File: src/rtl/hazard_pkg.sv
// Shared types and constants for the pipeline hazard controller.
package hazard_pkg;

  typedef enum logic {
    RUN   = 1'b0,
    MWAIT = 1'b1
  } memState_e;

  localparam logic [1:0] FWD_RF  = 2'b00;
  localparam logic [1:0] FWD_WB  = 2'b01;
  localparam logic [1:0] FWD_MEM = 2'b10;

  // $0 is hardwired, so a producer writing it never feeds a consumer.
  function automatic logic regHit(input logic [4:0] dst, input logic [4:0] src);
    return (dst != 5'd0) && (dst == src);
  endfunction

endpackage

File: src/rtl/hazard_ctrl_sat_counter.sv
// Saturating event counter: counts qualifying cycles, sticks at all-ones.
module sat_counter #(
  parameter int W = 16
) (
  input  logic         clk,
  input  logic         clr_n,
  input  logic         inc,
  output logic [W-1:0] count
);

  always_ff @(posedge clk or negedge clr_n) begin
    if (!clr_n)                  count <= '0;
    else if (inc && count != '1) count <= count + W'(1);
  end

endmodule

File: src/rtl/hazard_ctrl.sv
// Stall/flush/forwarding control for the 5-stage MIPS pipeline, with a
// bounded data-memory wait and saturating performance counters.
module hazard_ctrl
  import hazard_pkg::*;
#(
  parameter int CNT_W       = 16,
  parameter int MEM_TIMEOUT = 64
) (
  input  logic             clk,
  input  logic             clr_n,
  input  logic [4:0]       RsD,
  input  logic [4:0]       RtD,
  input  logic [4:0]       RsE,
  input  logic [4:0]       RtE,
  input  logic [4:0]       WriteRegE,
  input  logic [4:0]       WriteRegM,
  input  logic [4:0]       WriteRegW,
  input  logic             RegWriteE,
  input  logic             RegWriteM,
  input  logic             RegWriteW,
  input  logic             MemtoRegE,
  input  logic             MemtoRegM,
  input  logic             MemWriteM,
  input  logic             BranchD,
  input  logic             PCSrcD,
  input  logic             JumpD,
  input  logic             mem_ready,
  output logic             StallF,
  output logic             StallD,
  output logic             StallE,
  output logic             StallM,
  output logic             FlushD,
  output logic             FlushE,
  output logic             FlushW,
  output logic [1:0]       ForwardAE,
  output logic [1:0]       ForwardBE,
  output logic             ForwardAD,
  output logic             ForwardBD,
  output logic [CNT_W-1:0] stall_cycles,
  output logic [CNT_W-1:0] flush_events,
  output logic             mem_err
);

  localparam int              WC_W    = $clog2(MEM_TIMEOUT);
  localparam logic [WC_W-1:0] WC_LAST = WC_W'(MEM_TIMEOUT - 1);

  logic memReq, mwait, lwStall, brStall;
  memState_e state, stateNxt;
  logic [WC_W-1:0] waitCnt, waitCntNxt;
  logic setErr;

  assign memReq  = MemtoRegM | MemWriteM;
  assign mwait   = memReq & ~mem_ready;
  assign lwStall = MemtoRegE & (regHit(RtE, RsD) | regHit(RtE, RtD));
  assign brStall = BranchD &
                   ((RegWriteE & (regHit(WriteRegE, RsD) | regHit(WriteRegE, RtD))) |
                    (MemtoRegM & (regHit(WriteRegM, RsD) | regHit(WriteRegM, RtD))));

  always_comb begin
    StallF    = 1'b0;
    StallD    = 1'b0;
    StallE    = 1'b0;
    StallM    = 1'b0;
    FlushD    = 1'b0;
    FlushE    = 1'b0;
    FlushW    = 1'b0;
    ForwardAE = FWD_RF;
    ForwardBE = FWD_RF;
    ForwardAD = 1'b0;
    ForwardBD = 1'b0;
    if (!clr_n) begin
      // Bubbles everywhere while held in reset.
      FlushD = 1'b1;
      FlushE = 1'b1;
      FlushW = 1'b1;
    end else begin
      if (RegWriteM && regHit(WriteRegM, RsE))      ForwardAE = FWD_MEM;
      else if (RegWriteW && regHit(WriteRegW, RsE)) ForwardAE = FWD_WB;
      if (RegWriteM && regHit(WriteRegM, RtE))      ForwardBE = FWD_MEM;
      else if (RegWriteW && regHit(WriteRegW, RtE)) ForwardBE = FWD_WB;
      ForwardAD = RegWriteM & regHit(WriteRegM, RsD);
      ForwardBD = RegWriteM & regHit(WriteRegM, RtD);

      // A taken branch under mwait is dropped here; D is held, so it recurs.
      if (mwait) begin
        StallF = 1'b1;
        StallD = 1'b1;
        StallE = 1'b1;
        StallM = 1'b1;
        FlushW = 1'b1;
      end else if (lwStall | brStall) begin
        StallF = 1'b1;
        StallD = 1'b1;
        FlushE = 1'b1;
      end else if (PCSrcD | JumpD) begin
        FlushD = 1'b1;
      end
    end
  end

  always_comb begin
    stateNxt   = state;
    waitCntNxt = waitCnt;
    setErr     = 1'b0;
    case (state)
      RUN: if (mwait) begin
        stateNxt   = MWAIT;
        waitCntNxt = WC_W'(1);
      end
      MWAIT: begin
        if (mem_ready) begin
          stateNxt   = RUN;
          waitCntNxt = '0;
        end else if (waitCnt == WC_LAST) begin
          setErr     = 1'b1;
          stateNxt   = RUN;
          waitCntNxt = '0;
        end else begin
          waitCntNxt = waitCnt + WC_W'(1);
        end
      end
      default: begin
        stateNxt   = RUN;
        waitCntNxt = '0;
      end
    endcase
  end

  always_ff @(posedge clk or negedge clr_n) begin
    if (!clr_n) begin
      state   <= RUN;
      waitCnt <= '0;
      mem_err <= 1'b0;
    end else begin
      state   <= stateNxt;
      waitCnt <= waitCntNxt;
      if (setErr) mem_err <= 1'b1;
    end
  end

  sat_counter #(.W(CNT_W)) uStallCnt (
    .clk   (clk),
    .clr_n (clr_n),
    .inc   (StallF),
    .count (stall_cycles)
  );

  sat_counter #(.W(CNT_W)) uFlushCnt (
    .clk   (clk),
    .clr_n (clr_n),
    .inc   (FlushD | FlushE),
    .count (flush_events)
  );

endmodule

File: config.mk
export PLATFORM = sky130hd
export DESIGN_NAME = hazard_ctrl
export DESIGN_NICKNAME = d
export VERILOG_FILES = /design/src/rtl/hazard_pkg.sv /design/src/rtl/hazard_ctrl_sat_counter.sv /design/src/rtl/hazard_ctrl.sv
export SDC_FILE = /design/constraint.sdc
export NUM_CORES = 1
export LEC_CHECK = 0
export CORE_MARGIN = 10
export CORE_UTILIZATION = 51
export CTS_BUF_LIST = sky130_fd_sc_hd__clkbuf_8
export CTS_CLUSTER_DIAMETER = 40
export DETAILED_ROUTE_END_ITERATION = 16
export GPL_TIMING_DRIVEN = 1
export HOLD_SLACK_MARGIN = 0.02
export PLACE_DENSITY = 0.95
export SYNTH_ARGS = -nofsm -noshare
export SYNTH_HDL_FRONTEND = slang
export SYNTH_SLANG_ARGS = --single-unit
File: constraint.sdc
create_clock -name clk -period 5.2 [get_ports clk]
set_input_delay 0.52 -clock clk [delete_from_list [all_inputs] [get_ports clk]]
set_output_delay 0.52 -clock clk [all_outputs]
set_load 0.005 [all_outputs]
==> flow_summary.json <==
{
  "status": "finished clean",
  "r2r_cells": 7,
  "arrival_ns": 3.10,
  "place_ws_ns": 1.60,
  "period_needed_ns": 3.62,
  "seq_area_frac_synth_pct": 36.2,
  "clk_latency_ns": 0.30,
  "ys.flop_type": "dfrtp_1",
  "post_cts_buffers": 0,
  "grt_pass1_vias": 2695,
  "cp_max_fo": 4,
  "synth_edf_count": 0,
  "drtAntennaViolNets": 0,
  "cts_resized": 0,
  "worstMarginPinSlew_ns": 0.533,
  "antenna_found_initial": 0,
  "multi_input_area_sq_um": 1650,
  "cts_tree": "done",
  "synth_cell_type_count": 42,
  "via_per_inst": 5.62,
  "grt.total_usage_pct": 18.7,
  "finalSetupViolCount": 0,
  "htreeDepth": 2,
  "p_int_mw": 0.714,
  "critPathLaunchType": "input port",
  "hold_violations": 0,
  "drive_above_1_share_pct": 4.76,
  "power_density_nw_per_um2": 273,
  "ys_ff_latch": 40,
  "diodes": 0,
  "dieWidth_um": 93.6,
  "layout_commonest_cell": "clkdlybuf4s50_1",
  "cts-hold-fix-buffers": 0,
  "drt-wirelength-per-cell_um": 18.0,
  "max-slew-margin-rel_pct": 64.4,
  "placedInstanceArea_sq_um": 3670,
  "worstSetupStartpoint": "WriteRegE[0]",
  "syn_inst": 294,
  "core_sq_um": 5170,
  "p_sw_share_pct": 30.9,
  "synth.avg_cell_area_sq_um": 9.39,
  "clk_pin_slew_ns": 0.08,
  "first_iter_violations": 84,
  "stdcell_count": 448,
  "drtPass1Iterations": 4,
  "fillers": 375,
  "num_io_pins": 93,
  "maxCapViolations": 0,
  "timing.hold.ws_ns": 0.107,
  "cp-end-kind": "primary output",
  "r2r_slack_ns": 2.91,
  "clock_path_buffers": 2,
  "hpwl_um": 6510,
  "cts_buffers": 5,
  "fin_ws_ns": 1.58,
  "ys.warnings.count": 0,
  "cts_root_buf": "clkbuf_8",
  "die_h_um": 93.6,
  "cts.sinks": 40,
  "power_leakage_nw": 1.51,
  "fin_crit_sh_pct": 69.7,
  "wl_um": 8070,
  "grt_overflow_total": 0,
  "register_area_sq_um": 1000,
  "p_comb_share_pct": 33.1,
  "reg2reg_from": "uStallCnt.count[8]",
  "io_buffers": 92,
  "endpoint": "FlushD",
  "ir_drop_v": 0.000226,
  "netlist_area_sq_um": 2760,
  "nets": 427,
  "crit_type": "input port to primary output",
  "vias": 2519,
  "route.detailed.drc": 0,
  "critPathRequiredTime_ns": 4.68,
  "slew_viol_final": 0,
  "synth_nets": 344,
  "routabilityCongestion": 0.931,
  "die-area_sq_um": 8760,
  "worstReg2RegEnd": "uStallCnt.count[1]",
  "initial_utilization_pct": 53.4,
  "fin_skew_ns": 0.00499,
  "clkPwrFrac_pct": 24.9,
  "tns_ns": 0,
  "synth-async-reset-ratio_pct": 100,
  "grt_pass1_wl_um": 13300,
  "rsz0062_at_grt": "no",
  "area.growth.synth_to_final_pct": 37.1,
  "holdCritPathClass": "input port to async pin",
  "rows": 26,
  "grt_max_degree": 45,
  "pwr-share-seq_pct": 42.0,
  "fmax_mhz": 276,
  "final_cell_mix": "clkdlybuf4s50_1, xnor2_1, dfrtp_1, nand2_1, nand3_1",
  "p_switching_mw": 0.320,
  "dp.cells": 440,
  "design_area_sq_um": 3780
}
## flip-flops by register name, indices dropped and copies added, names as in the netlist
signal           flops
mem_err              1
state                1
uFlushCnt.count     16
uStallCnt.count     16
waitCnt              6
## synthesized netlist by cell type (2+ instances only)
library cell / instances / area share [%]
a31oi_1: 3 / 0.68
and2_1: 5 / 1.1
and3_1: 19 / 4.3
and4_1: 3 / 0.95
buf_2: 10 / 1.8
buf_4: 2 / 0.54
buf_6: 2 / 0.82
clkbuf_1: 3 / 0.41
dfrtp_1: 40 / 36
ha_1: 3 / 1.4
inv_1: 3 / 0.41
mux2_1: 2 / 0.82
nand2_1: 25 / 3.4
nand3_1: 20 / 3.6
nand4_1: 17 / 3.9
nand4_2: 2 / 0.91
nor2_1: 12 / 1.6
nor3_1: 8 / 1.4
nor4_1: 4 / 0.91
o21ai_0: 6 / 1.1
o22ai_1: 3 / 0.68
or3_1: 2 / 0.45
or4_1: 3 / 0.82
xnor2_1: 62 / 20
xor2_1: 18 / 5.7
## layout make-up
type	count	share of cell area [%]
tap	70	2.31
clock buffer	5	1.82
sequential	40	26.4
timing repair buffer	93	24.4
inverter	3	0.298
multi-input combinational	234	43.6
clock inverter	3	1.12
## power by group through the flow
stage | combinational, mW | clock (mW) | sequential [mW]
final | 0.342 | 0.258 | 0.434
after global placement | 0.329 | 0 | 0.434
after detailed placement | 0.344 | 0 | 0.439
after floorplan | 0.155 | 0 | 0.430
after CTS | 0.349 | 0.262 | 0.434
after global routing | 0.374 | 0.272 | 0.448
## per-layer routing
layer	part of all wire (%)	vias up	GRT usage, %
li1	-	1201	-
met1	39	1214	19.7
met4	3.4	0	7.34
met5	0	-	0
met2	51	79	33.4
met3	7.2	25	6.55
## critical path, stage by stage
cell             delay, ns
clkdlybuf4s50_1       0.48
or3_1                 0.42
o311a_1               0.34
a32oi_4               0.30
nand3_1               0.17
and2_1                0.25
nor2_1                0.12
clkdlybuf4s50_1       0.51
## through the flow
stage          total power [mW]  utilization (%)
3_5_place_dp              0.783             71.0
4_1_cts                    1.04             73.2
5_1_grt                    1.09             73.2
2_1_floorplan             0.585                -
6_report                   1.03             73.2
3_3_place_gp              0.763             71.0
## logic make-up after synthesis
kind of cell	synth area share (%)
flip-flops	36.2
multiplexers	0.816
buffers and inverters	3.99
AND/OR/NAND/NOR	25.9
AO/OA/AOI/OAI	6.30
adder cells (fa/ha/maj)	1.36
XOR/XNOR	25.4
## how the worst min path moves through the flow
stage | from | to | slack, ns
6_report | clr_n | mem_err | 0.11
5_1_grt | clr_n | waitCnt[5] | 0.12
4_1_cts | clr_n | waitCnt[2] | 0.11
3_5_place_dp | clr_n | mem_err | 0.43
3_3_place_gp | clr_n | waitCnt[4] | 0.42
2_1_floorplan | clr_n | mem_err | 0.22
(Power assumes the default switching activity.)
